### config.mk
export PLATFORM = sky130hd
export DESIGN_NAME = verdict_collector_flat
export DESIGN_NICKNAME = d
export VERILOG_FILES = /design/src/rtl/verdict_pkg.sv /design/src/rtl/verdict_collector_if.sv /design/src/rtl/verdict_fifo.sv /design/src/rtl/verdict_collector.sv /design/src/flat_wrapper.sv
export SDC_FILE = /design/constraint.sdc
export NUM_CORES = 2
export LEC_CHECK = 0
export CORE_UTILIZATION = 45
export DETAILED_ROUTE_END_ITERATION = 8
export PLACE_DENSITY = 0.61
export SLEW_MARGIN = 20
export SYNTH_ARGS = -nofsm -noshare
export SYNTH_HDL_FRONTEND = slang
export SYNTH_MEMORY_MAX_BITS = 65536
export SYNTH_SLANG_ARGS = --single-unit
### constraint.sdc
create_clock -name clk -period 29.8 [get_ports clk]
set_input_delay 2.98 -clock clk [delete_from_list [all_inputs] [get_ports clk]]
set_output_delay 2.98 -clock clk [all_outputs]
set_load 0.1 [all_outputs]
### src/rtl/verdict_pkg.sv
// Shared types for the verdict collector: frame header, serializer states, record layout.
// The record's ts field exists only when VERDICT_TS_EN is defined.
package verdict_pkg;

    localparam logic [7:0] HDR_BYTE = 8'hA5;

    localparam int unsigned DEF_NUM_OUTPUTS = 4;
    localparam int unsigned DEF_DATA_W      = 64;
    localparam int unsigned DEF_TS_W        = 32;

    typedef enum logic [2:0] {
        S_IDLE,
        S_HDR,
        S_MASK,
        S_TS,
        S_DATA
    } ser_state_t;

    typedef struct packed {
`ifdef VERDICT_TS_EN
        logic [DEF_TS_W-1:0]                        ts;
`endif
        logic [DEF_NUM_OUTPUTS-1:0]                 mask;
        logic [DEF_NUM_OUTPUTS-1:0][DEF_DATA_W-1:0] data;
    } verdict_rec_t;

    // Lowest set bit of mask at or above index 'from'; 8 when there is none.
    function automatic logic [3:0] next_set(input logic [7:0] mask, input logic [3:0] from);
        logic [3:0] idx;
        logic       found;
        idx   = 4'd8;
        found = 1'b0;
        for (int unsigned i = 0; i < 8; i++) begin
            if (!found && 4'(i) >= from && mask[i]) begin
                idx   = 4'(i);
                found = 1'b1;
            end
        end
        return idx;
    endfunction

endpackage

### src/rtl/verdict_collector_if.sv
// Byte stream from the verdict collector toward the UART/trace sink.
interface verdict_collector_if;
    logic [7:0] tx_data;
    logic       tx_valid;
    logic       tx_ready;

    modport master (output tx_data, output tx_valid, input tx_ready);
    modport slave  (input tx_data, input tx_valid, output tx_ready);
endinterface

### src/rtl/verdict_fifo.sv
// Record queue; a push while full is still accepted when a pop happens on the same edge.
module verdict_fifo
    import verdict_pkg::*;
#(
    parameter int unsigned DEPTH = 16,
    parameter type         rec_t = verdict_rec_t
) (
    input  logic clk,
    input  logic rst,
    input  logic push,
    input  rec_t wr_data,
    input  logic pop,
    output rec_t rd_data,
    output logic full,
    output logic empty
);
    localparam int unsigned AW = $clog2(DEPTH);

    logic [AW:0] wr_ptr;
    logic [AW:0] rd_ptr;
    rec_t        mem [DEPTH];
    logic        do_push;
    logic        do_pop;

    assign empty   = (wr_ptr == rd_ptr);
    assign full    = (wr_ptr[AW] != rd_ptr[AW]) && (wr_ptr[AW-1:0] == rd_ptr[AW-1:0]);
    assign do_pop  = pop && !empty;
    assign do_push = push && (!full || do_pop);
    assign rd_data = mem[rd_ptr[AW-1:0]];

    always_ff @(posedge clk or negedge rst) begin
        if (!rst) begin
            wr_ptr <= '0;
            rd_ptr <= '0;
        end else begin
            if (do_push) wr_ptr <= wr_ptr + 1'b1;
            if (do_pop)  rd_ptr <= rd_ptr + 1'b1;
        end
    end

    always_ff @(posedge clk) begin
        if (do_push) mem[wr_ptr[AW-1:0]] <= wr_data;
    end
endmodule

### src/rtl/verdict_collector.sv
// Captures active RTLola verdicts into a queue and serializes them as byte frames.
// Define VERDICT_TS_EN to add the cycle timestamp counter and TS field to every frame.
module verdict_collector
    import verdict_pkg::*;
#(
    parameter int unsigned NUM_OUTPUTS = 4,
    parameter int unsigned DATA_W      = 64,
    parameter int unsigned TS_W        = 32,
    parameter int unsigned FIFO_DEPTH  = 16
) (
    input  logic                          clk,
    input  logic                          rst,
    input  logic                          en,
    input  logic [NUM_OUTPUTS*DATA_W-1:0] out_data,
    input  logic [NUM_OUTPUTS-1:0]        out_aktv,
    verdict_collector_if.master           tx,
    output logic                          overflow,
    output logic [15:0]                   drop_cnt
);
    localparam int unsigned DATA_BYTES  = DATA_W / 8;
    localparam int unsigned FIELD_BYTES = ((TS_W > DATA_W) ? TS_W : DATA_W) / 8;
    localparam int unsigned CNT_W       = $clog2(FIELD_BYTES) + 1;

    typedef struct packed {
`ifdef VERDICT_TS_EN
        logic [TS_W-1:0]                    ts;
`endif
        logic [NUM_OUTPUTS-1:0]             mask;
        logic [NUM_OUTPUTS-1:0][DATA_W-1:0] data;
    } rec_t;

    ser_state_t       state, state_n;
    logic [CNT_W-1:0] cnt, cnt_n;
    logic [3:0]       out_idx, idx_n;
    rec_t             frame, rec_in, rd_data;
    logic             push_req, pop, full, empty, drop;
    logic             fire, frame_done;
    logic [3:0]       first_idx, after_idx;
    logic [DATA_W-1:0] cur_word;
    logic [7:0]       data_byte;

`ifdef VERDICT_TS_EN
    localparam int unsigned TS_BYTES = TS_W / 8;
    logic [TS_W-1:0] ts;
    logic [7:0]      ts_byte;

    always_ff @(posedge clk or negedge rst) begin
        if (!rst)    ts <= '0;
        else if (en) ts <= ts + TS_W'(1);
    end
`endif

    always_comb begin
        rec_in      = '0;
`ifdef VERDICT_TS_EN
        rec_in.ts   = ts;
`endif
        rec_in.mask = out_aktv;
        rec_in.data = out_data;
    end

    assign push_req = en && (out_aktv != '0);
    assign drop     = push_req && full && !pop;

    verdict_fifo #(
        .DEPTH (FIFO_DEPTH),
        .rec_t (rec_t)
    ) u_fifo (
        .clk     (clk),
        .rst     (rst),
        .push    (push_req),
        .wr_data (rec_in),
        .pop     (pop),
        .rd_data (rd_data),
        .full    (full),
        .empty   (empty)
    );

    always_comb begin
        cur_word  = '0;
        data_byte = '0;
        for (int unsigned i = 0; i < NUM_OUTPUTS; i++) begin
            if (out_idx == 4'(i)) cur_word = frame.data[i];
        end
        for (int unsigned b = 0; b < DATA_BYTES; b++) begin
            if (cnt == CNT_W'(b)) data_byte = cur_word[8*b +: 8];
        end
`ifdef VERDICT_TS_EN
        ts_byte = '0;
        for (int unsigned b = 0; b < TS_BYTES; b++) begin
            if (cnt == CNT_W'(b)) ts_byte = frame.ts[8*b +: 8];
        end
`endif
    end

    // The last byte of a frame chains straight into the next header when more records wait.
    always_comb begin
        state_n     = state;
        cnt_n       = cnt;
        idx_n       = out_idx;
        pop         = 1'b0;
        frame_done  = 1'b0;
        tx.tx_valid = (state != S_IDLE);
        tx.tx_data  = '0;
        fire        = tx.tx_valid && tx.tx_ready;
        first_idx   = next_set(8'(frame.mask), 4'd0);
        after_idx   = next_set(8'(frame.mask), out_idx + 4'd1);
        case (state)
            S_IDLE: begin
                if (!empty) begin
                    state_n = S_HDR;
                    pop     = 1'b1;
                end
            end
            S_HDR: begin
                tx.tx_data = HDR_BYTE;
                if (fire) state_n = S_MASK;
            end
            S_MASK: begin
                tx.tx_data = 8'(frame.mask);
                if (fire) begin
                    cnt_n = '0;
`ifdef VERDICT_TS_EN
                    state_n = S_TS;
`else
                    state_n = S_DATA;
                    idx_n   = first_idx;
`endif
                end
            end
            S_TS: begin
`ifdef VERDICT_TS_EN
                tx.tx_data = ts_byte;
                if (fire) begin
                    if (cnt == CNT_W'(TS_BYTES - 1)) begin
                        state_n = S_DATA;
                        cnt_n   = '0;
                        idx_n   = first_idx;
                    end else begin
                        cnt_n = cnt + 1'b1;
                    end
                end
`else
                state_n = S_IDLE;
`endif
            end
            S_DATA: begin
                tx.tx_data = data_byte;
                if (fire) begin
                    if (cnt == CNT_W'(DATA_BYTES - 1)) begin
                        cnt_n = '0;
                        if (after_idx >= 4'(NUM_OUTPUTS)) frame_done = 1'b1;
                        else                              idx_n      = after_idx;
                    end else begin
                        cnt_n = cnt + 1'b1;
                    end
                end
            end
            default: state_n = S_IDLE;
        endcase
        if (frame_done) begin
            if (!empty) begin
                state_n = S_HDR;
                pop     = 1'b1;
            end else begin
                state_n = S_IDLE;
            end
        end
    end

    always_ff @(posedge clk or negedge rst) begin
        if (!rst) begin
            state    <= S_IDLE;
            cnt      <= '0;
            out_idx  <= '0;
            frame    <= '0;
            overflow <= 1'b0;
            drop_cnt <= '0;
        end else begin
            state   <= state_n;
            cnt     <= cnt_n;
            out_idx <= idx_n;
            if (pop) frame <= rd_data;
            if (drop) begin
                overflow <= 1'b1;
                if (drop_cnt != '1) drop_cnt <= drop_cnt + 1'b1;
            end
        end
    end
endmodule
### src/flat_wrapper.sv
// flat-port wrapper written by rule: the top's interface ports become plain ports
module verdict_collector_flat import verdict_pkg::*;
#(
    parameter int unsigned NUM_OUTPUTS = 4,
    parameter int unsigned DATA_W      = 64,
    parameter int unsigned TS_W        = 32,
    parameter int unsigned FIFO_DEPTH  = 16
)
  (clk, rst, en, out_data, out_aktv, overflow, drop_cnt, tx_tx_data, tx_tx_valid, tx_tx_ready);
  verdict_collector_if tx_i ();
  input  logic clk;
  input  logic rst;
  input  logic en;
  input  logic [NUM_OUTPUTS*DATA_W-1:0] out_data;
  input  logic [NUM_OUTPUTS-1:0] out_aktv;
  output logic overflow;
  output logic [15:0] drop_cnt;
  output wire logic [$bits(tx_i.tx_data)-1:0] tx_tx_data;
  output wire logic [$bits(tx_i.tx_valid)-1:0] tx_tx_valid;
  input wire logic [$bits(tx_i.tx_ready)-1:0] tx_tx_ready;
  assign tx_tx_data = tx_i.tx_data;
  assign tx_tx_valid = tx_i.tx_valid;
  assign tx_i.tx_ready = tx_tx_ready;
  verdict_collector #(.NUM_OUTPUTS(NUM_OUTPUTS), .DATA_W(DATA_W), .TS_W(TS_W), .FIFO_DEPTH(FIFO_DEPTH)) u_core (.clk(clk), .rst(rst), .en(en), .out_data(out_data), .out_aktv(out_aktv), .tx(tx_i), .overflow(overflow), .drop_cnt(drop_cnt));
endmodule
== After elaboration in Yosys (flattened, before gate mapping) ==
Memory sizes are Yosys's and may differ from the RTL's. A register that Yosys moved wholly into a read port is not among the register bits.
Cells that the tools add are included.

* Flip-flop bits (word level): 38
* Memory bits (writable): 4160
* Input port bits: 264
* Output and inout port bits: 26
* Word-level logic and storage cells: 133
* Memories: 1

{| class="wikitable"
|+ Memory list
! name !! words !! width !! read ports !! clocked after Yosys merged registers in !! wr ports !! line !! source
|-
| u_core.u_fifo.mem || 16 || 260 || 1 || 1 || 1 || verdict_fifo.sv:21 || <nowiki>rec_t mem [DEPTH];</nowiki>
|}

* Add/sub/neg operators: 5
* Magnitude comparators: 5
* Eq/ne operators: 25
* Mux-type cells: 52
* Reduce and logical (&&, ||, !) cells: 38

{| class="wikitable"
|+ Operators by type and width
! kind !! count
|-
| 64-bit two-way mux || 4
|-
| 8-bit two-way mux || 8
|-
| 4-bit two-way mux || 15
|-
| 8-bit case mux with 3 select lines || 1
|-
| 1-bit logical AND || 17
|-
| 1-bit two-way mux || 17
|-
| 16-bit by 1-bit adder with 16-bit output, second input constant || 1
|-
| 4-bit by 2-bit equality test with 1-bit output, second input constant || 4
|-
| 4-bit by 3-bit equality test with 1-bit output, second input constant || 4
|-
| 16-bit inequality test, second input constant || 1
|-
| 4-bit case mux with 2 select lines || 2
|-
| 3-bit two-way mux || 4
|-
| 3-bit case mux with 4 select lines || 1
|-
| 5-bit by 1-bit adder with 5-bit output, second input constant || 2
|-
| 1-bit zero test || 10
|-
| 4-bit by 1-bit adder with 4-bit output, second input constant || 2
|-
| 4-bit by 1-bit equality test with 1-bit output, second input constant || 2
|-
| 1-bit by 4-bit greater-or-equal comparator with 1-bit output, first input constant || 2
|-
| 2-bit by 4-bit greater-or-equal comparator with 1-bit output, first input constant || 2
|-
| 4-bit zero test || 2
|-
| 2-bit by 1-bit inequality test with 1-bit output, second input constant || 4
|-
| 3-bit by 1-bit inequality test with 1-bit output, second input constant || 2
|-
| 5-bit equality test || 1
|-
| 5-bit AND reduction || 1
|-
| 16 further kinds || 16
|}

== Logic depth before layout (Yosys ltp) ==
* Word-level depth: 27
* Gate-level depth with buffers: 11
* Gate-level depth less buffers: 8

== Modules after synthesis ==
A second synthesis with hierarchy kept.

* Cell total of the unflattened synthesis: 7472
* Area, all modules: 169193.5 µm²

{| class="wikitable"
|+ Modules (own cells, without submodules)
! module !! instances !! cells each !! area each (µm²) !! sequential area each (µm²)
|-
| verdict_fifo || 1 || 6403 || 155554.2 || 125170.0
|-
| verdict_collector || 1 || 1069 || 13639.3 || 7181.9
|}

== Worst setup path after synthesis ==
OpenSTA, ideal clock, no wires.

* Path kind: input to register
* Start: in tx_tx_ready
* End: mem u_core.u_fifo.mem[3][0] in the netlist's numbering (enable)
* Setup time: 1.523 ns
* Arrival time: 28.500 ns
* Required time: 28.277 ns
* Slack: -0.223 ns
* Stages on the path: 5
* Buffers on the path: 0
* Cells stage by stage: nand4b_1 > a31oi_1 > or4b_4 > a21oi_1 > nor4bb_1

* Cells in the longest elaborated chain, start to end: 9

{| class="wikitable"
|+ RTL lines
! item !! line !! source
|-
| start, declared || flat_wrapper.sv:20 || <nowiki>input wire logic [$bits(tx_i.tx_ready)-1:0] tx_tx_ready;</nowiki>
|-
| 1-bit logical AND || verdict_collector.sv:105 || <nowiki>fire = tx.tx_valid && tx.tx_ready;</nowiki>
|-
| 1-bit two-way mux || verdict_collector.sv:149 || <nowiki>if (fire) begin</nowiki>
|-
| 1-bit two-way mux || verdict_collector.sv:108 || <nowiki>case (state)</nowiki>
|-
| 1-bit two-way mux || verdict_collector.sv:161 || <nowiki>if (frame_done) begin</nowiki>
|-
| 1-bit logical AND || verdict_fifo.sv:27 || <nowiki>assign do_pop = pop && !empty;</nowiki>
|-
| 1-bit logical OR || verdict_fifo.sv:28 || <nowiki>assign do_push = push && (!full || do_pop);</nowiki>
|-
| 1-bit logical AND || verdict_fifo.sv:28 ||
|-
| 1-bit two-way mux || verdict_fifo.sv:42 || <nowiki>if (do_push) mem[wr_ptr[AW-1:0]] <= wr_data;</nowiki>
|-
| 1-bit two-way mux (implied by the code) || verdict_fifo.sv:42 ||
|-
| end, declared || verdict_fifo.sv:21 ||
|}

Every way passes these cells.

== Worst setup path after layout ==
* Start: reg u_core.out_idx[1]
* End: out tx_tx_data[3]

* Cells in the longest elaborated chain, start to end: 14
* Elaborated cells on any way between the ends: 17
* Those cells by class: eq/ne (3); mux (13); reduce/logical (1)

{| class="wikitable"
|+ RTL lines
! item !! line !! source
|-
| start, declared || verdict_collector.sv:34 || <nowiki>logic [3:0] out_idx, idx_n;</nowiki>
|-
| start signal, assigned || verdict_collector.sv:182 || <nowiki>out_idx <= idx_n;</nowiki>
|-
| 4-bit zero test || verdict_collector.sv:83 || <nowiki>if (out_idx == 4'(i)) cur_word = frame.data[i];</nowiki>
|-
| 64-bit two-way mux (3 in series) || verdict_collector.sv:83 ||
|-
| 64-bit two-way mux * || verdict_collector.sv:83 ||
|-
| 8-bit two-way mux (7 in series) || verdict_collector.sv:86 || <nowiki>if (cnt == CNT_W'(b)) data_byte = cur_word[8*b +: 8];</nowiki>
|-
| 8-bit two-way mux * || verdict_collector.sv:86 ||
|-
| 8-bit case mux with 3 select lines * || verdict_collector.sv:108 ||
|-
| end, declared || flat_wrapper.sv:18 || <nowiki>output wire logic [$bits(tx_i.tx_data)-1:0] tx_tx_data;</nowiki>
|}

Mark *: on every way between the ends. The rest lies on a longest branch, timed or not.

==> impl_metrics.py <==
metrics = {
    "setup_path": {
        "cpPeakStageDelay_ps": 1140,
        "crit_path_end_kind": "output pin",
        "path_cells": "inv_1 > ha_2 > buf_4 > nor2b_4 > buf_4 > a221oi_1 > o21ai_0 > o211ai_1 > o21ai_0 > buf_4 > clkdlybuf4s50_1",
        "criticalPathCategory": "reg -> out",
        "critical_path_required_ps": 26820,
        "critPathLaunchType": "flop",
        "worstPathArrival_ps": 5980,
        "rr_startpoint": "u_core.out_idx[1]$_DFFE_PN0P_",
        "path_common_cell": "buf_4",
        "critPathMaxFanout": 68,
        "slowest_stage": "clkdlybuf4s50_1",
        "crit_path_start": "u_core.out_idx[1]$_DFFE_PN0P_",
    },
    "floorplanning": {
        "ios": 290,
        "die_w_um": 615.8,
        "start_util": 0.4518,
        "coreArea_um2": 375300,
        "num_rows": 225,
        "dieArea_um2": 379300,
        "fp.dieH_um": 615.8,
    },
    "clocking": {
        "cts_tree": "yes",
        "cts_root_buffer": "clkbuf_16",
        "path_clk_slew_ps": 70,
        "cts_sinks": 4457,
        "cts_setup_buffers": 0,
        "htree_levels": 5,
        "clk-insertion-delay-late_ps": 990,
        "post_cts_resized": 0,
        "numCtsBuffers": 442,
        "clockBufferDepth": 4,
        "ctsHoldBuffers": 0,
    },
    "synthesis": {
        "synth_fp_nets": 7192,
        "synth_warnings": 0,
        "synth_edf_count": 4160,
        "synthFlopType": "edfxtp_1",
        "synth_area_leaders": "edfxtp_1, mux4_2, dfrtp_1",
        "synth_top_cell_area_share": 0.7367,
        "syn_inst": 6912,
        "synth_top_area_cell": "edfxtp_1",
        "syn_area_per_cell_um2": 24.53,
        "async_flop_share": 0.06664,
        "netlist_top_cells_count": "edfxtp_1, mux4_2, dfrtp_1",
        "ys_seq_elements": 4457,
        "synth_most_common_cell": "edfxtp_1",
        "netlist_area_um2": 169600,
        "ys_types": 71,
        "ys_seq_area_frac": 0.7806,
    },
    "grt": {
        "grt_start_max_net_pins": 194,
        "track_usage": 0.2225,
        "grt_pass1_wl_mm": 603.2,
        "grt_pass1_vias": 77770,
        "antenna_found_initial": 80,
        "overflow": 0,
    },
    "hold_path": {
        "hp-class": "reg -> reg",
        "holdCritStartpoint": "u_core.u_fifo.rd_ptr[4]$_DFFE_PN0P_",
    },
    "cells_and_area": {
        "utilization": 0.5148,
        "fin_nets": 7690,
        "area_delta_synth_final_pct": 13.93,
        "drive_gt1_frac": 0.3028,
    },
    "sta": {
        "whs_ps": 498.9,
        "hold_viol_final": 0,
        "grt_setup_unrepaired": "no",
        "fin_tns_setup_ps": 0,
        "slew_viol_final": 0,
        "timing.final.crit_share": 0.3008,
        "finalCriticalPeriod_ps": 8965,
        "relSlewSlack": 0.1973,
        "tightestPinTransition_ps": 1204,
        "max_freq_mhz": 111.5,
        "clock_skew_ps": 79.25,
        "setup-violations-final": 0,
    },
    "routing": {
        "viasPerCell": 6.008,
        "ant_nets": 0,
        "wire_per_inst_um": 33.12,
        "num_vias": 76980,
        "drt_wl_total_mm": 424.4,
        "drcViolationCount": 0,
        "first_iter_violations": 7768,
        "detail_route.first_pass.iterations": 6,
    },
    "outcome": {
        "status": "finished clean",
    },
    "placed_design": {
        "io_buffers": 289,
        "place_congestion": 0.8845,
        "hpwl_mm": 250.6,
    },
    "pwr": {
        "power.total_w": 0.01947,
        "p_leak_nw": 60.44,
        "irDropWorstVdd_uv": 97.30,
        "power_density_nw_per_um2": 100.8,
    },
    "job": {
        "max_cap_viol_count": 0,
    },
}
-- metal layers --
metal	GRT usage	wire [µm]
met1	0.3192	177900
met4	0.04865	9825
met5	0	220
met3	0.02971	25100
met2	0.3671	211300
-- worst paths after layout --
check	endpoint	slack, ps	depth (start not counted)
max reg2reg	u_core.u_fifo.mem[15][204]$_DFFE_PP_	22930	10
min	u_core.u_fifo.rd_ptr[4]$_DFFE_PN0P_	500	1
max in group asynchronous	u_core.frame[118]$_DFFE_PN0N_	25280	3
min reg2reg	u_core.u_fifo.rd_ptr[4]$_DFFE_PN0P_	500	1
max	tx_tx_data[3]	20840	11
min in group asynchronous	u_core.drop_cnt[13]$_DFFE_PN0P_	2070	1
-- critical path: cells and delay by family, from the launching register on --
| family | cells | cell delay [ps] |
|---|---|---|
| AOI/OAI and AO/OA | 4 | 1650 |
| and+or+nand+nor | 1 | 190 |
| DFF | 1 | 460 |
| adders and majority gates | 1 | 190 |
| buffers and inverters | 5 | 2460 |
-- state kept, by name, summed over array words and instances, names as in the netlist --
signal	flops
u_core.out_idx	3
u_core.state	3
u_core.u_fifo.wr_ptr	5
u_core.u_fifo.rd_ptr	5
u_core.drop_cnt	16
u_core.cnt	4
u_core.frame	260
u_core.u_fifo.mem	4160
u_core.overflow	1
-- stage by stage --
stage / worst slack (ps) / instances / area [µm²]
5_1_grt: 20720 / 12790 / 193100
2_1_floorplan: -223.4 / 6912 / 169600
3_5_place_dp: 20450 / 11960 / 178700
6_report: 20840 / 12810 / 193200
4_1_cts: 20770 / 12790 / 193100
3_3_place_gp: 20490 / 11960 / 178700
-- area by class of cell --
class | instances | area [µm²]
diodes | 27 | 67.56
clock buffers | 532 | 11480
clock inverters | 295 | 2944
fillers | 28640 | 182100
inverters | 16 | 60.06
multi-input cells | 2065 | 35740
flip-flops and latches | 4457 | 132400
well taps | 4994 | 6248
repair buffers | 428 | 4272
-- report_power, final --
group,total [W],switching [W],internal [W]
Clock,0.00550,0.00236,0.00314
Combinational,0.00590,0.00330,0.00259
Sequential,0.00808,0.000447,0.00763
Total,0.0195,0.00611,0.0134
-- logic make-up after synthesis --
family,Yosys count,synth area share
buffers and inverters,390,0.009379
AND/OR/NAND/NOR,202,0.006553
XOR/XNOR,27,0.001395
AO/OA/AOI/OAI,262,0.01113
multiplexers,1558,0.1898
adder cells (fa/ha/maj),16,0.001181
flip-flops,4457,0.7806
-- placed cells by master (no fill, tap or decap), types with 30 or more instances in the layout --
cell,synthesis,layout
mux2_2,258,258
clkbuf_16,0,444
nand2_1,56,56
mux4_2,1300,1300
clkbuf_1,277,84
edfxtp_1,4160,4160
bufinv_16,0,45
a221oi_1,51,51
clkinv_1,0,120
dfrtp_1,297,293
clkdlybuf4s50_1,0,287
a21oi_1,30,30
o21ai_0,61,61
clkinv_2,0,82
nor2_1,32,31
buf_4,7,114
(Power assumes the default switching activity.)
